<file path="config.mk">
export PLATFORM = sky130hd
export DESIGN_NAME = sfx_scheduler
export DESIGN_NICKNAME = d
export VERILOG_FILES = /design/src/rtl/sfx_scheduler_pkg.sv /design/src/rtl/sfx_rom.sv /design/src/rtl/sfx_scheduler.sv
export SDC_FILE = /design/constraint.sdc
export NUM_CORES = 1
export LEC_CHECK = 0
export BUFFER_PORTS_ARGS = -buffer_cell sky130_fd_sc_hd__buf_2
export CAP_MARGIN = 20
export CELL_PAD_IN_SITES_DETAIL_PLACEMENT = 0
export CELL_PAD_IN_SITES_GLOBAL_PLACEMENT = 2
export CORE_MARGIN = 8
export CORE_UTILIZATION = 33
export CTS_CLUSTER_DIAMETER = 120
export DETAILED_ROUTE_END_ITERATION = 8
export GPL_TIMING_DRIVEN = 1
export HOLD_SLACK_MARGIN = 0.02
export PLACE_DENSITY_LB_ADDON = 0.1
export SYNTH_ARGS = -nofsm -noshare
export SYNTH_HDL_FRONTEND = slang
export SYNTH_SLANG_ARGS = --single-unit
export TNS_END_PERCENT = 100
</file>
<file path="constraint.sdc">
create_clock -name clk -period 3.7 [get_ports clk]
set_input_delay 0.74 -clock clk [delete_from_list [all_inputs] [get_ports clk]]
set_output_delay 0.74 -clock clk [all_outputs]
set_load 0.01 [all_outputs]
</file>
<file path="src/rtl/sfx_scheduler_pkg.sv">
// Shared constants for the sound-effect scheduler: effect ids, FSM states, note frequencies
// (also used by the bgm players) and small helpers.
package sfx_scheduler_pkg;

  typedef logic [25:0] tone_t;

  localparam tone_t REST_TONE_HZ = 26'd20000;

  typedef enum logic [1:0] {
    SFX_JUMP  = 2'd0,
    SFX_COIN  = 2'd1,
    SFX_HIT   = 2'd2,
    SFX_DEATH = 2'd3
  } sfx_id_e;

  typedef enum logic {
    ST_IDLE = 1'b0,
    ST_PLAY = 1'b1
  } sched_state_e;

  localparam tone_t NOTE_C4 = 26'd262;
  localparam tone_t NOTE_G4 = 26'd392;
  localparam tone_t NOTE_C5 = 26'd523;
  localparam tone_t NOTE_D5 = 26'd587;
  localparam tone_t NOTE_E5 = 26'd659;
  localparam tone_t NOTE_F5 = 26'd698;
  localparam tone_t NOTE_G5 = 26'd784;
  localparam tone_t NOTE_B5 = 26'd988;
  localparam tone_t NOTE_E6 = 26'd1319;

  // Highest set bit wins; bit 3 is the most important effect.
  function automatic logic [1:0] top_bit(input logic [3:0] v);
    logic [1:0] r;
    r = 2'd0;
    for (int i = 0; i < 4; i++) begin
      if (v[i]) r = 2'(i);
    end
    return r;
  endfunction

  // The divider stage cannot take 0 Hz, so rests become an inaudible tone.
  function automatic tone_t audible(input tone_t t, input tone_t rest);
    return (t == '0) ? rest : t;
  endfunction

endpackage

</file>
<file path="src/rtl/sfx_rom.sv">
// Note patterns for the four effects; a tone of 0 is a rest, last marks the final note.
module sfx_rom
  import sfx_scheduler_pkg::*;
(
  input  logic [4:0]  addr,
  output logic [25:0] tone,
  output logic        last
);

  always_comb begin
    tone = '0;
    last = 1'b1;
    case (addr)
      {SFX_JUMP,  3'd0}: begin tone = NOTE_C5; last = 1'b0; end
      {SFX_JUMP,  3'd1}: begin tone = NOTE_E5; last = 1'b0; end
      {SFX_JUMP,  3'd2}: begin tone = NOTE_G5; last = 1'b1; end
      {SFX_COIN,  3'd0}: begin tone = NOTE_B5; last = 1'b0; end
      {SFX_COIN,  3'd1}: begin tone = NOTE_E6; last = 1'b1; end
      {SFX_HIT,   3'd0}: begin tone = NOTE_C4; last = 1'b0; end
      {SFX_HIT,   3'd1}: begin tone = '0;      last = 1'b0; end
      {SFX_HIT,   3'd2}: begin tone = NOTE_C4; last = 1'b1; end
      // The death jingle fills all slots and ends through index saturation.
      {SFX_DEATH, 3'd0}: begin tone = NOTE_G5; last = 1'b0; end
      {SFX_DEATH, 3'd1}: begin tone = NOTE_F5; last = 1'b0; end
      {SFX_DEATH, 3'd2}: begin tone = NOTE_E5; last = 1'b0; end
      {SFX_DEATH, 3'd3}: begin tone = NOTE_D5; last = 1'b0; end
      {SFX_DEATH, 3'd4}: begin tone = NOTE_C5; last = 1'b0; end
      {SFX_DEATH, 3'd5}: begin tone = '0;      last = 1'b0; end
      {SFX_DEATH, 3'd6}: begin tone = NOTE_G4; last = 1'b0; end
      {SFX_DEATH, 3'd7}: begin tone = NOTE_C4; last = 1'b0; end
      default:           begin tone = '0;      last = 1'b1; end
    endcase
  end

endmodule

</file>
<file path="src/rtl/sfx_scheduler.sv">
// Shares the stereo tone path between BGM and four prioritised one-shot effects,
// with preemption, request queueing and a fixed-rate note sequencer.
module sfx_scheduler
  import sfx_scheduler_pkg::*;
#(
  parameter int    TICK_DIV   = 6_250_000,
  parameter int    NOTE_TICKS = 2,
  parameter int    MAX_NOTES  = 8,
  parameter tone_t REST_TONE  = REST_TONE_HZ
) (
  input  logic        clk,
  input  logic        rst,
  input  logic        mute,
  input  logic [25:0] bgm_l,
  input  logic [25:0] bgm_r,
  input  logic [3:0]  sfx_req,
  output logic [25:0] toneL,
  output logic [25:0] toneR,
  output logic        sfx_busy,
  output logic [1:0]  sfx_id,
  output logic        sfx_done
);

  localparam int TW = (TICK_DIV > 1) ? $clog2(TICK_DIV) : 1;
  localparam int NW = (NOTE_TICKS > 1) ? $clog2(NOTE_TICKS) : 1;

  sched_state_e   state_q, state_d;
  logic [3:0]     pending_q, pending_d;
  logic [1:0]     id_q, id_d;
  logic [2:0]     note_q, note_d;
  logic [TW-1:0]  tick_cnt_q, tick_cnt_d;
  logic [NW-1:0]  tick_num_q, tick_num_d;
  logic [25:0]    tone_l_q, tone_l_d;
  logic [25:0]    tone_r_q, tone_r_d;
  logic           done_q, done_d;

  logic [25:0] rom_tone;
  logic        rom_last;
  logic [3:0]  pend_n;
  logic [1:0]  win;
  logic        tick_end, note_end, is_last, preempt, start;

  sfx_rom u_rom (
    .addr (5'({id_q, note_q})),
    .tone (rom_tone),
    .last (rom_last)
  );

  always_comb begin
    pend_n   = pending_q | sfx_req;
    win      = top_bit(pend_n);
    tick_end = (tick_cnt_q == TW'(TICK_DIV - 1));
    note_end = tick_end && (tick_num_q == NW'(NOTE_TICKS - 1));
    is_last  = rom_last || (note_q == 3'(MAX_NOTES - 1));
    preempt  = (pend_n != 4'd0) && (win > id_q);

    state_d    = state_q;
    pending_d  = pend_n;
    id_d       = id_q;
    note_d     = note_q;
    tick_cnt_d = tick_end ? '0 : tick_cnt_q + 1'b1;
    tick_num_d = tick_end ? (note_end ? '0 : tick_num_q + 1'b1) : tick_num_q;
    done_d     = 1'b0;
    start      = 1'b0;

    case (state_q)
      ST_IDLE: start = (pend_n != 4'd0);
      ST_PLAY: begin
        // Preemption wins over a natural finish in the same cycle, so no done pulse.
        if (preempt) begin
          start = 1'b1;
        end else if (note_end) begin
          if (is_last) begin
            done_d = 1'b1;
            if (pend_n != 4'd0) begin
              start = 1'b1;
            end else begin
              state_d = ST_IDLE;
              id_d    = 2'd0;
              note_d  = 3'd0;
            end
          end else begin
            note_d = note_q + 3'd1;
          end
        end
      end
      default: state_d = ST_IDLE;
    endcase

    if (start) begin
      state_d    = ST_PLAY;
      id_d       = win;
      note_d     = 3'd0;
      tick_cnt_d = '0;
      tick_num_d = '0;
      pending_d  = pend_n & ~(4'b0001 << win);
    end

    if (mute) begin
      tone_l_d = REST_TONE;
      tone_r_d = REST_TONE;
    end else if (state_q == ST_PLAY) begin
      tone_l_d = audible(rom_tone, REST_TONE);
      tone_r_d = audible(rom_tone, REST_TONE);
    end else begin
      tone_l_d = audible(bgm_l, REST_TONE);
      tone_r_d = audible(bgm_r, REST_TONE);
    end
  end

  always_ff @(posedge clk) begin
    if (rst) begin
      state_q    <= ST_IDLE;
      pending_q  <= 4'd0;
      id_q       <= 2'd0;
      note_q     <= 3'd0;
      tick_cnt_q <= '0;
      tick_num_q <= '0;
      tone_l_q   <= REST_TONE;
      tone_r_q   <= REST_TONE;
      done_q     <= 1'b0;
    end else begin
      state_q    <= state_d;
      pending_q  <= pending_d;
      id_q       <= id_d;
      note_q     <= note_d;
      tick_cnt_q <= tick_cnt_d;
      tick_num_q <= tick_num_d;
      tone_l_q   <= tone_l_d;
      tone_r_q   <= tone_r_d;
      done_q     <= done_d;
    end
  end

  assign toneL    = tone_l_q;
  assign toneR    = tone_r_q;
  assign sfx_busy = (state_q == ST_PLAY);
  assign sfx_id   = id_q;
  assign sfx_done = done_q;

endmodule

</file>
==> results.tsv <==
stage	metric	value	unit
cts	Clock H-tree levels	3	
sta	setup repair after global routing missed its margin	no	
sta	total of endpoints with negative setup slack in the final report	0	
sta	hold violation count in the final report	0	
cts	Worst-Skew Late Latency	340	ps
final_layout	final design area excluding fillers	4940	um2
final_layout	fraction of final layout cells with drive strength greater than 1	0.321	
synth	Post-Syn Nets	484	
sta	Worst-Margin Slew	801	ps
power_and_ir_drop	Comb pwr share	0.132	
sta	Worst slew margin	0.465	
synth	Cell variety after synth	66	
route	wirelength, routed	10900	um
worst_setup_path	cells traversed along the worst timing path	buf_2, nor4_4, inv_1, ha_1, nand2b_1, nor4_1, nor3_4, a21oi_1, or3_1, buf_4, nor2_1	
worst_setup_path	Worst path slowest cell	sky130_fd_sc_hd__nor4_1	
grt	largest net degree at the start of global routing	26	
grt	overflow left after global routing	0	
final_layout	area growth from synthesis to final layout	26.4	%
cts	number of clock buffers inserted by TritonCTS	9	
outcome	run status	complete, no violations	
final_layout	top library cells by usage in the layout, fill and taps aside	114 x sky130_fd_sc_hd__buf_2, 87 x sky130_fd_sc_hd__dfxtp_1, 45 x sky130_fd_sc_hd__nor2_1, 28 x sky130_fd_sc_hd__and2_1	
synth	total of flip-flops plus latches after synthesis	87	
worst_setup_path	data required time of the critical path	3920	ps
worst_setup_path	maximum net fanout on the critical path	23	
synth	syn avg cell area	9.41	um2
cts	clock tree from TritonCTS	done	
worst_setup_path	largest stage delay on the critical path	450	ps
power_and_ir_drop	part of the power in registers	0.432	
route	count of routing violations after the opening detailed-route iteration	201	
power_and_ir_drop	Power Internal	0.00170	W
floorplanning	Die W	125	um
route	Residual DRC	0	
cts	count of hold buffers inserted by post-cts repair	0	
route	count of vias placed by the detailed router	3274	
worst_setup_path	number of buffer and inverter instances along the worst setup path	3	
floorplanning	placeable core region	11500	um2
place	final weighted congestion of routability-driven global placement	0.780	
min_path	classification of the worst-slack hold path	flop to flop	
floorplanning	height of the die	125	um
route	average routed wire per standard cell	16.2	um
power_and_ir_drop	leakage	2.10	nW
floorplanning	effective utilization at floorplan	0.341	
synth	Cell Area, Synth	3910	um2
floorplanning	number of rows in the core area	39	
power_and_ir_drop	Sw Ratio	0.264	
cts	setup bufs post-CTS	0	
place	hpwl dp	8540	um
synth	Async SR Flop Fraction	0	
floorplanning	Total Die Area	15600	um2
worst_setup_path	kind of launch point of the worst setup path	input port	
sta	shortest clock period the worst path allows after layout	2810	ps
floorplanning	num ports	115	
cts	root cell of the clock tree	sky130_fd_sc_hd__clkbuf_16	
grt	initial antenna violation count	0	
grt	first-pass GRT wire length	18100	um
power_and_ir_drop	Max rail drop VDD	0.000269	V
worst_setup_path	kind of end point of the critical path	flop	
cts	Resized cells post-CTS	0	
worst_setup_path	arrival time of data at the critical path endpoint	3040	ps
sta	highest attainable clock frequency	356	MHz
final_layout	number of diodes added for antenna fixing	0	
final_layout	number of nets in the layout	596	
worst_setup_path	category of the most critical setup path	input port to flop	
cts	buffers from clock root to sink, at most	2	
synth	Primary FF master, synth	sky130_fd_sc_hd__dfxtp_1	
power_and_ir_drop	sw power	0.000610	W
route	post-route ant nets	0	
synth	sequential cell area fraction in the yosys report	0.446	
sta	clock skew	5.52	ps
route	length of the first detailed-routing pass in iterations	4	
cts	clock-pin slew reported for the worst setup and hold paths after clock tree synthesis	70	ps
final_layout	number of fill cells	1143	
sta	Fin Setup TNS	0	ps
route	DR vias/cell	4.85	
power_and_ir_drop	share of power burned in the clock network	0.436	
sta	fin crit share	0.760	
power_and_ir_drop	Power Dens Cells	468	nW/um2
cts	CTS sink cnt	87	
sta	max-slew violation count	0	
place	Post-DP Area	4610	um2
worst_setup_path	family with the most delay on the worst path	simple AND/OR/NAND/NOR gates	
grt	Total GRT Usage	0.143	
synth	post-synthesis instance total	415	
synth	number of synthesized flops with an enable pin	0	
place	number of buffer cells added on primary ports	114	
synth	Yosys warning total	0	
grt	number of global-route vias before repair	3365	
final_layout	commonest non-fill, non-tap cell in the layout	sky130_fd_sc_hd__buf_2	
job	max-cap viol count	0	
-- synth_stat cells, types with 4 or more instances --
library cell                n  area, um2
sky130_fd_sc_hd__a21o_1    17        128
sky130_fd_sc_hd__a21oi_1    8       40.0
sky130_fd_sc_hd__a22oi_1    4       30.0
sky130_fd_sc_hd__and2_1    28        175
sky130_fd_sc_hd__and3_1     4       25.0
sky130_fd_sc_hd__buf_2      5       25.0
sky130_fd_sc_hd__clkbuf_1   9       33.8
sky130_fd_sc_hd__dfxtp_1   87       1740
sky130_fd_sc_hd__ha_1      10        125
sky130_fd_sc_hd__inv_1      9       33.8
sky130_fd_sc_hd__nand2_1   21       78.8
sky130_fd_sc_hd__nand3_1   17       85.1
sky130_fd_sc_hd__nand4_1    7       43.8
sky130_fd_sc_hd__nor2_1    45        169
sky130_fd_sc_hd__nor2_4    10        113
sky130_fd_sc_hd__nor2b_1    6       37.5
sky130_fd_sc_hd__nor3_1     7       35.0
sky130_fd_sc_hd__nor4_1    13       81.3
sky130_fd_sc_hd__o211ai_1   4       30.0
sky130_fd_sc_hd__o21ai_0   21        105
sky130_fd_sc_hd__or3_1      5       31.3
sky130_fd_sc_hd__xnor2_1   12        105
sky130_fd_sc_hd__xor2_1    10       87.6
-- metrics by stage --
step / total power, W / setup WS [ps] / utilization / hold WS, ps / instances
4_1_cts: 0.00235 / 894 / 0.431 / 453 / 675
3_5_place_dp: 0.00133 / 500 / 0.402 / 443 / 659
6_report: 0.00231 / 889 / 0.431 / 450 / 675
2_1_floorplan: 0.00121 / 956 / - / 418 / 415
3_3_place_gp: 0.00133 / 579 / 0.402 / 429 / 659
5_1_grt: 0.00242 / 591 / 0.431 / 475 / 675
-- final timing paths --
check | start | end | slack [ps] | depth (start not counted)
worst min register to register | tick_cnt_q[0] | tick_cnt_q[0] | 450 | 1
worst min-delay path | tick_cnt_q[0] | tick_cnt_q[0] | 450 | 1
worst max register to register | pending_q[2] | tick_cnt_q[19] | 1060 | 10
worst max-delay path | sfx_req[2] | tick_cnt_q[19] | 890 | 11
-- power groups by stage --
stage | Clock, W | Combinational (W) | Sequential [W]
5_1_grt | 0.00108 | 0.000339 | 0.00100
6_report | 0.00101 | 0.000306 | 0.000998
3_3_place_gp | 0 | 0.000308 | 0.00102
3_5_place_dp | 0 | 0.000310 | 0.00102
2_1_floorplan | 0 | 0.000190 | 0.00102
4_1_cts | 0.00104 | 0.000311 | 0.000998
-- flip-flops by register name (all words and copies together) (netlist names) --
signal and cells:
tick_cnt_q 23, note_q 3, sfx_id 2, pending_q 4, sfx_busy 1, toneR 26
tick_num_q 1, sfx_done 1, toneL 26
-- layer usage --
metal | up-vias | part of all wire | global-route usage
li1 | 1680 | - | -
met1 | 1486 | 0.50 | 0.187
met2 | 95 | 0.42 | 0.212
met3 | 13 | 0.065 | 0.0451
met4 | 0 | 0.016 | 0.0595
met5 | - | 0 | 0
-- cell type report --
type                            instances  area (um2)  area share
Timing Repair Buffer                  119         608       0.123
Multi-Input combinational cell        299        2040       0.413
Clock buffer                            9         225      0.0456
Inverter                               11        41.3     0.00836
Clock inverter                          7         104      0.0210
Tap cell                              143         179      0.0362
Sequential cell                        87        1740       0.353
-- cells by family after synthesis --
group,Yosys count,share of synthesized area
xor+xnor,22,0.0493
buf+inv,29,0.0346
fa+ha+maj,11,0.0346
compound gates,73,0.135
flops,87,0.446
mux,3,0.00801
simple gates,190,0.293
Note: power is estimated with default switching activity, not from simulation.
